### src/rtl/mc_control.sv
// Multi-cycle sequencing controller for the RV32-subset datapath: fetch/decode/execute FSM,
// run/single-step control, retired-instruction counter and illegal-opcode trap.
// Optional jal support is built when MC_CTRL_JAL_EN is defined.
module mc_control #(
    parameter int unsigned CNT_W = 32
) (
    input  logic             clk,
    input  logic             rst,
    input  logic [6:0]       opcode_i,
    input  logic             zero_i,
    input  logic             run_i,
    input  logic             step_i,
    output logic             pc_we_o,
    output logic             ir_we_o,
    output logic             iord_o,
    output logic             mem_we_o,
    output logic             reg_we_o,
    output logic [1:0]       wb_sel_o,
    output logic [1:0]       alu_src_a_o,
    output logic [1:0]       alu_src_b_o,
    output logic [1:0]       alu_op_o,
    output logic             pc_src_o,
    output logic             busy_o,
    output logic             illegal_o,
    output logic [3:0]       state_o,
    output logic [CNT_W-1:0] instr_cnt_o
);

    typedef enum logic [3:0] {
        StIdle = 4'd0,
        StIf   = 4'd1,
        StId   = 4'd2,
        StMa   = 4'd3,
        StMr   = 4'd4,
        StMw   = 4'd5,
        StWbm  = 4'd6,
        StExr  = 4'd7,
        StExi  = 4'd8,
        StWba  = 4'd9,
        StBeq  = 4'd10,
        StJal  = 4'd11,
        StTrap = 4'd12
    } state_e;

    localparam logic [6:0] OpRType  = 7'b0110011;
    localparam logic [6:0] OpIType  = 7'b0010011;
    localparam logic [6:0] OpLoad   = 7'b0000011;
    localparam logic [6:0] OpStore  = 7'b0100011;
    localparam logic [6:0] OpBranch = 7'b1100011;
    localparam logic [6:0] OpJal    = 7'b1101111;

    state_e           state_q, state_d;
    logic             step_q;
    logic             step_rise;
    logic             retire;
    logic [CNT_W-1:0] cnt_q;

    logic       pc_we_q, pc_we_d;
    logic       ir_we_q, ir_we_d;
    logic       iord_q, iord_d;
    logic       mem_we_q, mem_we_d;
    logic       reg_we_q, reg_we_d;
    logic [1:0] wb_sel_q, wb_sel_d;
    logic [1:0] alu_src_a_q, alu_src_a_d;
    logic [1:0] alu_src_b_q, alu_src_b_d;
    logic [1:0] alu_op_q, alu_op_d;
    logic       pc_src_q, pc_src_d;
    logic       busy_q, busy_d;
    logic       illegal_q, illegal_d;
    logic       in_beq;

    assign step_rise = step_i & ~step_q;

    // Next-state logic; step edges outside IDLE are simply never consumed.
    always_comb begin
        state_d = state_q;
        retire  = 1'b0;
        unique case (state_q)
            StIdle: begin
                if (run_i || step_rise) begin
                    state_d = StIf;
                end
            end
            StIf: state_d = StId;
            StId: begin
                case (opcode_i)
                    OpRType:         state_d = StExr;
                    OpIType:         state_d = StExi;
                    OpLoad, OpStore: state_d = StMa;
                    OpBranch:        state_d = StBeq;
`ifdef MC_CTRL_JAL_EN
                    OpJal:           state_d = StJal;
`endif
                    default:         state_d = StTrap;
                endcase
            end
            StMa:         state_d = (opcode_i == OpLoad) ? StMr : StMw;
            StMr:         state_d = StWbm;
            StExr, StExi: state_d = StWba;
            StWbm, StMw, StWba, StBeq, StJal: begin
                retire  = 1'b1;
                state_d = run_i ? StIf : StIdle;
            end
            StTrap:  state_d = StTrap;
            default: state_d = StIdle;
        endcase
    end

    // Control word for the state being entered, so the registered outputs match state_q.
    always_comb begin
        pc_we_d     = 1'b0;
        ir_we_d     = 1'b0;
        iord_d      = 1'b0;
        mem_we_d    = 1'b0;
        reg_we_d    = 1'b0;
        wb_sel_d    = 2'd0;
        alu_src_a_d = 2'd0;
        alu_src_b_d = 2'd0;
        alu_op_d    = 2'b00;
        pc_src_d    = 1'b0;
        illegal_d   = 1'b0;
        busy_d      = (state_d != StIdle) && (state_d != StTrap);
        unique case (state_d)
            StIf: begin
                ir_we_d     = 1'b1;
                alu_src_b_d = 2'd1;
                pc_we_d     = 1'b1;
            end
            StId: begin
                alu_src_a_d = 2'd2;
                alu_src_b_d = 2'd2;
            end
            StMa, StExi: begin
                alu_src_a_d = 2'd1;
                alu_src_b_d = 2'd2;
            end
            StMr: iord_d = 1'b1;
            StMw: begin
                iord_d   = 1'b1;
                mem_we_d = 1'b1;
            end
            StWbm: begin
                reg_we_d = 1'b1;
                wb_sel_d = 2'd1;
            end
            StExr: begin
                alu_src_a_d = 2'd1;
                alu_op_d    = 2'b10;
            end
            StWba: reg_we_d = 1'b1;
            StBeq: begin
                alu_src_a_d = 2'd1;
                alu_op_d    = 2'b01;
                pc_src_d    = 1'b1;
            end
`ifdef MC_CTRL_JAL_EN
            StJal: begin
                reg_we_d = 1'b1;
                wb_sel_d = 2'd2;
                pc_src_d = 1'b1;
                pc_we_d  = 1'b1;
            end
`endif
            StTrap:  illegal_d = 1'b1;
            default: ;
        endcase
    end

    always_ff @(posedge clk) begin
        if (rst) begin
            state_q     <= StIdle;
            step_q      <= 1'b0;
            cnt_q       <= '0;
            pc_we_q     <= 1'b0;
            ir_we_q     <= 1'b0;
            iord_q      <= 1'b0;
            mem_we_q    <= 1'b0;
            reg_we_q    <= 1'b0;
            wb_sel_q    <= 2'd0;
            alu_src_a_q <= 2'd0;
            alu_src_b_q <= 2'd0;
            alu_op_q    <= 2'b00;
            pc_src_q    <= 1'b0;
            busy_q      <= 1'b0;
            illegal_q   <= 1'b0;
        end else begin
            state_q     <= state_d;
            step_q      <= step_i;
            if (retire) begin
                cnt_q <= cnt_q + {{(CNT_W-1){1'b0}}, 1'b1};
            end
            pc_we_q     <= pc_we_d;
            ir_we_q     <= ir_we_d;
            iord_q      <= iord_d;
            mem_we_q    <= mem_we_d;
            reg_we_q    <= reg_we_d;
            wb_sel_q    <= wb_sel_d;
            alu_src_a_q <= alu_src_a_d;
            alu_src_b_q <= alu_src_b_d;
            alu_op_q    <= alu_op_d;
            pc_src_q    <= pc_src_d;
            busy_q      <= busy_d;
            illegal_q   <= illegal_d;
        end
    end

    assign in_beq = (state_q == StBeq);

    // Write enables are masked during reset so the reset cycle never commits a write.
    assign pc_we_o     = ~rst & (pc_we_q | (in_beq & zero_i));
    assign ir_we_o     = ~rst & ir_we_q;
    assign mem_we_o    = ~rst & mem_we_q;
    assign reg_we_o    = ~rst & reg_we_q;
    assign iord_o      = iord_q;
    assign wb_sel_o    = wb_sel_q;
    assign alu_src_a_o = alu_src_a_q;
    assign alu_src_b_o = alu_src_b_q;
    assign alu_op_o    = alu_op_q;
    assign pc_src_o    = pc_src_q;
    assign busy_o      = busy_q;
    assign illegal_o   = illegal_q;
    assign state_o     = state_q;
    assign instr_cnt_o = cnt_q;

endmodule

### config.mk
export PLATFORM = sky130hd
export DESIGN_NAME = mc_control
export DESIGN_NICKNAME = d
export VERILOG_FILES = /design/src/rtl/mc_control.sv
export SDC_FILE = /design/constraint.sdc
export NUM_CORES = 1
export LEC_CHECK = 0
export BUFFER_PORTS_ARGS = -buffer_cell sky130_fd_sc_hd__clkbuf_2
export CORE_UTILIZATION = 56
export DETAILED_ROUTE_END_ITERATION = 7
export PLACE_DENSITY = 0.86
export SETUP_SLACK_MARGIN = 0.5
export SYNTH_ARGS = -nofsm -noshare
export SYNTH_HDL_FRONTEND = slang
export SYNTH_SLANG_ARGS = --single-unit
### constraint.sdc
create_clock -name clk -period 3.75 [get_ports clk]
set_input_delay 0.1875 -clock clk [delete_from_list [all_inputs] [get_ports clk]]
set_output_delay 0.1875 -clock clk [all_outputs]
set_load 0.01 [all_outputs]
# Word level (Yosys, flattened, before mapping)
# Index checks and enable logic that the tools add are counted.
[op_classes] n_addsub=1 eq_ne=29 n_reduce_logical=11 bitwise=9 muxes=16
[op_table] cell="$eq 4x4->1 const B" count=9
[op_table] cell="$add 32x1->32 const B" count=1
[op_table] cell="$eq 4x3->1 const B" count=8
[op_table] cell="$pmux 4 s8" count=1
[op_table] cell="$eq 4x2->1 const B" count=4
[op_table] cell="$pmux 4 s4" count=1
[op_table] cell="$eq 7x6->1 const B" count=2
[op_table] cell="$pmux 2 s2" count=3
[op_table] cell="$mux 1" count=10
[op_table] cell="$eq 4x1->1 const B" count=2
[op_table] cell="$reduce_or 2->1" count=4
[op_table] cell="$eq 7x2->1 const B" count=1
[op_table] cell="$eq 7x5->1 const B" count=1
[op_table] cell="$eq 7x7->1 const B" count=1
[op_table] cell="$and 1x1->1" count=6
[op_table] cell="$reduce_or 5->1" count=1
[op_table] cell="$logic_not 4->1" count=1
[op_table] cell="$mux 4" count=1
[op_table] cell="$ne 4x4->1 const B" count=1
[op_table] cell="$reduce_bool 4->1" count=1
[op_table] cell="$reduce_or 4->1" count=1
[op_table] cell="$reduce_or 3->1" count=1
[op_table] cell="$not 1->1" count=2
[op_table] cell="$logic_and 1x1->1" count=1
[op_table] cell="other kinds (2)" count=2
[totals] regBits=52 elab_cells=80

# Logic depth before layout (Yosys ltp)
# Gate-level depths: netlist of the first run.
[logic_depth] ltp_word=8 depth_mapped=7 mapped_depth_nobuf=5

# Worst setup path before layout of the first run
# OpenSTA, ideal clock, no wires.
[synth_path] path_type="register to register" from="reg state_q[2], in the netlist state_o[2]" to="reg cnt_q[29], in the netlist instr_cnt_o[29]" synth_period_minus_slack_ps=2116 setup_ps=70 path_buffers=1 t_arrival_ps=2046 path_slack_ps=1634 path_stages_with_launch=7 required_ps=3680 path_cell_list="dfxtp_1 > buf_4 > a21boi_4 > o211ai_4 > or4_4 > or4_1 > a21oi_1"
[synth_between] elab_chain_len=3
[synth_rtl] item="from (decl)" line_no="52" source="state_e state_q, state_d;"
[synth_rtl] item="from (signal assigned)" line_no="171" source="state_q <= StIdle;"
[synth_rtl] item="from (signal assigned)" line_no="187" source="state_q <= state_d;"
[synth_rtl] item="$eq 4x4->1 / $eq 4x3->1 (equally long branches)" line_no="78" source="unique case (state_q)"
[synth_rtl] item="$reduce_or 5->1 *" line_no="78"
[synth_rtl] item="$mux 1 *" line_no="78"
[synth_rtl] item="to (signal assigned)" line_no="190" source="cnt_q <= cnt_q + {{(CNT_W-1){1'b0}}, 1'b1};"
[synth_rtl] item="to (decl)" line_no="56" source="logic [CNT_W-1:0] cnt_q;"
# Mark *: on every way between the ends. The rest lies on a longest branch, timed or not.
# A chain may end at the register's enable or synchronous reset.

# Worst setup path after layout of the first run
[layout_path] from="reg cnt_q[4], in the netlist instr_cnt_o[4]" to="reg cnt_q[29], in the netlist instr_cnt_o[29]"
[layout_between] elab_chain_len=1
[layout_rtl] item="$add 32x1->32" line_no="190"
# No other way between the ends.

==> results.md, run 1 <==
* Leak pwr at 1.03 nW
* Initial Util at 58.5%
* Vias per cell at 5.56
* H-tree depth at 2
* Share of cells above drive strength 1 at 24.2%
* CP max stage delay at 0.70 ns
* Vias in the first global route at 1694
* DR pass1 iterations at 4
* Chip Height at 66.9 microns
* Drt drc at 0
* Post-CTS Hold Fix Bufs at 0
* Row count at 23
* Worst setup margin at 1.28 ns
* Primary FF master, synth: dfxtp_1
* Yosys warning count at 0
* Area of the multi-input gates at 1260 sq um
* Skew-Pair Late Insertion Delay at 0.29 ns
* Most instantiated cells after synthesis: dfxtp_1, nor2_1, nand2_1, xnor2_1, a21oi_1
* Gr usage total at 22.3%
* Util after Layout at 68.8%
* Root buf cell: clkbuf_8
* Clock sinks at 49
* Setup crit end kind: flip-flop
* Tmin final at 2.47 ns
* Die Wd at 66.9 microns
* Top cell type by total area after synthesis: dfxtp_1
* GR Overflow Total at 0
* Min-delay worst type: in2reg
* Critical Path Fanout Max at 15
* Hold Fails Final Rpt at 0
* CP max-delay cell: or4_4
* Number of max-cap violations at 0
* Initial antenna violation count at 0
* Flip-flop and latch area at 981 sq um
* Area delta synth->final at 17.5%
* First-pass GRT wire length at 7670 microns
* Tot Pwr at 0.00148 W
* Critical path required time at 3.98 ns
* Synthesized area at 2360 sq um
* Post-CTS Repair Setup Buffers at 0
* Place WS at 1.32 ns
* Net Count, Synth at 284
* Core Region at 4030 sq um
* Die area at 4470 sq um
* Worst slew pin tran at 0.817 ns
* Starting DRT DRC Count at 163
* Peak VDD IR at 0.314 mV
* Fin crit share at 66.0%
* Run status: finished, final reports clean
* Vias post-DR at 2097
* Clk slew on worst S/H paths at 0.09 ns
* Max Clk Rate at 0.404 GHz
* Post-synth ARST share at 0%
* Crit path max-delay family: simple AND/OR/NAND/NOR gates
* Pin count of the biggest net entering global routing at 51
* Slew Viols, Final at 0
* Number of nets in the layout at 339
* Final GP Congestion at 0.813
* Cell with the most instances after synthesis: dfxtp_1
* CP Buf/Inv Count at 0
* Setup TNS at 0 ns
* Final Non-Filler Cells at 377
* Ranking of synthesized cells by area: dfxtp_1, xnor2_1, nor2_1
* Synth top area share at 41.6%
* Filler cell count at 322
* CP arrival at 2.70 ns
* Setup Viol. Count Final at 0
* R2r setup slk at 1.28 ns
* Clock skew at 0.00865 ns
* EDFF count, synth at 0
* Routed Antenna Nets at 0
* Startpoint types: flip-flop
* Half-perimeter wire length after placement at 3390 microns
* Power Density at 535 nW/um^2
* # port buffers at 62
* Final WL at 4800 microns
* RSZ-0062 raised after global routing: false
* Mean Syn Cell Area at 8.70 sq um
* Post-synthesis sequential area ratio at 41.6%
* CP cell instances: and4_1 > nand3_1 > or4_4 > or4_1 > a21oi_1
* Placed insts at 369
* Count of cell types in the netlist at 54
* Cells resized by post-CTS repair at 0
* CTS tree: done
* TritonCTS buffer count at 5
* Num ports at 64
* Antenna Cells at 0
* Max clock buf depth at 2
* Slew HR at 45.3%
* Kind of critical path: reg2reg
* Routed wire per std cell at 12.7 microns
* Post-Synthesis Cells at 271
* Number of synthesized register bits at 49
==> routing by layer <==
layer,global-route usage (%),share of wire [%],vias to the layer above
met4,7.71,0.90,0
met3,4.97,4.3,4
met2,35.2,47,53
met1,29.5,48,975
li1,-,-,1065
met5,0,0,-
==> final timing paths <==
path	start	end	cells after the start
worst max register to register	instr_cnt_o[4]	instr_cnt_o[29]	5
worst min-delay path	step_i	step_q	2
worst min register to register	instr_cnt_o[31]	instr_cnt_o[31]	2
worst max-delay path	instr_cnt_o[4]	instr_cnt_o[29]	5
==> metrics by stage <==
step | hold slack [ns] | area [sq um]
floorplan | 0.316 | 2360
finish | 0.128 | 2770
global route | 0.133 | 2770
detailed placement | 0.426 | 2650
CTS | 0.130 | 2770
global placement | 0.424 | 2650
==> power by group <==
group | switching [W] | total [W] | internal [W] | leakage [nW]
clock network | 0.000166 | 0.000384 | 0.000218 | 0.0585
logic | 0.000254 | 0.000447 | 0.000192 | 0.579
registers | 0.0000794 | 0.000651 | 0.000572 | 0.396
total | 0.000500 | 0.00148 | 0.000982 | 1.03
==> logic make-up (layout without fill, tap and decap cells) <==
group / count (synthesis) / in the layout / share of synthesized area, %
muxes: 2 / 2 / 0.902
buffers and inverters: 23 / 79 / 5.04
and+or+nand+nor: 129 / 129 / 30.1
AOI/OAI and AO/OA: 45 / 45 / 13.8
adders and majority gates: 2 / 2 / 0.955
DFF: 49 / 49 / 41.6
xor gates and xnor gates: 20 / 20 / 7.43
other: 1 / 1 / 0.159
==> area by class of cell <==
class	count	area share [%]
Inverter	7	0.949
Sequential cell	49	35.4
Timing Repair Buffer	64	11.7
Tap cell	50	2.26
Clock buffer	7	3.12
Multi-Input combinational cell	199	45.4
Clock inverter	1	1.08
==> layout by cell type (no fill, tap or decap), types with 2 or more instances in the layout <==
cell type	count
nand2b_1	4
nand3b_1	2
nand3_1	9
clkbuf_8	6
clkbuf_2	62
and3_1	2
nor2_1	32
nor2b_1	11
nor3b_1	3
a21oi_1	13
a31oi_1	3
o31ai_1	2
dfxtp_1	49
o21ai_0	11
nor3_1	11
o2111ai_1	2
and4_1	2
nor4_1	9
xor2_1	2
or4_1	3
buf_4	2
nand4_1	3
nand2_1	18
xnor2_1	18
nand4b_1	2
or3_1	11
inv_1	7
==> sequential cells by signal, summed over array words and instances (netlist names) <==
| name | count |
|---|---|
| mem_we_q | 1 |
| alu_src_b_o | 2 |
| step_q | 1 |
| alu_src_a_o | 2 |
| alu_op_o | 2 |
| busy_o | 1 |
| instr_cnt_o | 32 |
| state_o | 4 |
| iord_o | 1 |
| illegal_o | 1 |
| wb_sel_o | 1 |
| reg_we_q | 1 |
No activity file was read; power rests on OpenSTA's default activity.
==> run 2: changes to the inputs <==
--- a/config.mk
+++ b/config.mk
@@ -6,9 +6,9 @@
 export NUM_CORES = 1
 export LEC_CHECK = 0
 export BUFFER_PORTS_ARGS = -buffer_cell sky130_fd_sc_hd__clkbuf_2
-export CORE_UTILIZATION = 56
+export CORE_UTILIZATION = 52
 export DETAILED_ROUTE_END_ITERATION = 7
-export PLACE_DENSITY = 0.86
+export PLACE_DENSITY = 0.81
 export SETUP_SLACK_MARGIN = 0.5
 export SYNTH_ARGS = -nofsm -noshare
 export SYNTH_HDL_FRONTEND = slang
==> constraint.sdc (replaced) <==
create_clock -name clk -period 2.5 [get_ports clk]
set_input_delay 0.125 -clock clk [delete_from_list [all_inputs] [get_ports clk]]
set_output_delay 0.125 -clock clk [all_outputs]
set_load 0.01 [all_outputs]
==> results.md, run 2 (synthesis gave the netlist of run 1 again) <==
* Clk slew on worst S/H paths at 0.09 ns (about the same)
* Share of cells above drive strength 1 at 36.8% (+13 points)
* Critical Path Fanout Max at 7 (-8)
* Vias in the first global route at 2000 (+18%)
* Placed insts at 375 (+1.6%)
* Routed Antenna Nets at 0 (unchanged)
* Max Clk Rate at 0.503 GHz (+24%)
* Skew-Pair Late Insertion Delay at 0.30 ns (about the same)
* Setup Viol. Count Final at 0 (unchanged)
* Worst R2R Start: instr_cnt_o[10]
* R2R depth at 5 (unchanged)
* # port buffers at 62 (unchanged)
* Slew HR at 64.6% (+19 points)
* Starting DRT DRC Count at 145 (-11%)
* Setup crit end kind: flip-flop
* Max clock buf depth at 2 (unchanged)
* Initial Util at 54.2% (-4.4 points)
* CP arrival at 2.23 ns (-0.47 ns)
* Root buf cell: clkbuf_8
* CP cell instances: and4_4 > nand3_4 > or4_4 > or4_4 > a21oi_2
* Peak VDD IR at 0.642 mV (+100%)
* Die area at 4810 sq um (+7.5%)
* Fin crit share at 79.5% (+14 points)
* Kind of critical path: reg2reg
* Setup TNS at 0 ns (unchanged)
* Leading cell types in the layout, fill and taps excluded: clkbuf_2, dfxtp_1, nor2_1
* Half-perimeter wire length after placement at 3530 microns (+4.1%)
* Final Non-Filler Cells at 400 (+6.1%)
* Leak pwr at 1.17 nW (+13%)
* Number of max-cap violations at 0 (unchanged)
* Worst slew pin tran at 0.518 ns (-0.299 ns)
* Tot Pwr at 0.00228 W (+54%)
* Drt drc at 0 (unchanged)
* Max reg flops at 32 (unchanged)
* Critical Path End: instr_cnt_o[31]
* Vias post-DR at 2263 (+7.9%)
* Clock sinks at 49 (unchanged)
* RSZ-0062 raised after global routing: true
* Final WL at 5660 microns (+18%)
* Power Density at 753 nW/um^2 (+41%)
* Initial antenna violation count at 0 (unchanged)
* H-tree depth at 2 (unchanged)
* GR Overflow Total at 0 (unchanged)
* Die Wd at 69.3 microns (+3.7%)
* Antenna Cells at 0 (unchanged)
* Worst path most repeated cell: or4_4
* Run status: finished, final reports clean
* Min-delay worst type: in2reg
* TritonCTS buffer count at 5 (unchanged)
* Critical Path Source: instr_cnt_o[10]
* Most common cell after layout, fill and taps aside: clkbuf_2
* CP max-delay cell: or4_4
* Clock skew at 0.00383 ns (-0.00482 ns)
* Core Region at 4350 sq um (+8.1%)
* Reg2reg end: instr_cnt_o[31]
* Gr usage total at 23.6% (+1.3 points)
* Vias per cell at 5.66 (+1.7%)
* Final GP Congestion at 0.805 (-0.93%)
* Num ports at 64 (unchanged)
* Slew Viols, Final at 0 (unchanged)
* Hold Fails Final Rpt at 0 (unchanged)
* Number of nets in the layout at 360 (+6.2%)
* Critical path required time at 2.74 ns (-1.24 ns)
* Tmin final at 1.99 ns (-0.486 ns)
* CP max stage delay at 0.61 ns (-0.09 ns)
* First-pass GRT wire length at 9170 microns (+20%)
* Routed wire per std cell at 14.1 microns (+11%)
* R2r setup slk at 0.51 ns (-0.76 ns)
* Startpoint types: flip-flop
* DR pass1 iterations at 4 (unchanged)
* Pin count of the biggest net entering global routing at 28 (-45%)
* Filler cell count at 348 (+8.1%)
* Area delta synth->final at 28.3%
* Chip Height at 69.3 microns (+3.7%)
* Row count at 24 (+4.3%)
* CTS tree: done
-- run 2: cell types whose count changed in the layout (fill, tap and decap cells not counted), sizes merged --
cell	change
bufinv	-1
clkinv	+1
or4	+1
buf	+20
-- run 2: power breakdown --
part	switching (W)	internal, W
Sequential	0.0000760	0.000864
Combinational	0.000459	0.000368
Clock	0.000260	0.000250
Total	0.000795	0.00148
-- run 2: worst max-delay path, delay by kind of cell (launching register included) --
family             cells  cell delay [ns]
and+or+nand+nor        4             1.45
DFF                    1             0.36
AOI/OAI and AO/OA      1             0.12
-- run 2: worst min-delay path by stage --
stage,from,to,slack [ns],depth (start not counted)
after floorplan,step_i,step_q,0.25,1
after global placement,step_i,step_q,0.36,2
after detailed placement,step_i,step_q,0.36,2
after CTS,step_i,step_q,0.04,2
after global routing,step_i,step_q,0.06,2
final,step_i,step_q,0.05,2
-- run 2: per-layer routing --
layer | track usage (%) | routed length [microns] | share of wire [%]
met1 | 29.3 | 2470 | 44
met2 | 39.2 | 2780 | 49
met3 | 6.40 | 297 | 5.2
met4 | 8.62 | 105 | 1.9
met5 | 0 | 0 | 0
-- run 2: cell type report --
cell class	count	area [sq um]	area share, %
multi-input cells	200	1330	44.0
flip-flops and latches	49	1030	33.9
repair buffers	84	475	15.7
clock buffers	7	96.3	3.18
well taps	52	65.1	2.15
inverters	7	26.3	0.868
clock inverters	1	5.00	0.165
-- run 2: stage by stage --
step	instance area, sq um	hold WS, ns	util, %	worst slack (ns)
after global routing	3030	0.0605	69.5	0.428
after detailed placement	2690	0.363	61.9	0.327
final	3030	0.0502	69.5	0.511
after floorplan	2380	0.253	-	0.467
after CTS	2910	0.0419	66.8	0.500
after global placement	2690	0.362	61.9	0.384
-- run 2: what timing repair did --
item | in CTS | in global routing
hold buffers | 0 | 0
gates cloned | 1 | 0
endpoints found under the setup margin | 7 | 16
buffers inserted | 8 | 8
gates resized for setup | 17 | 17
pin swaps | 3 | 3
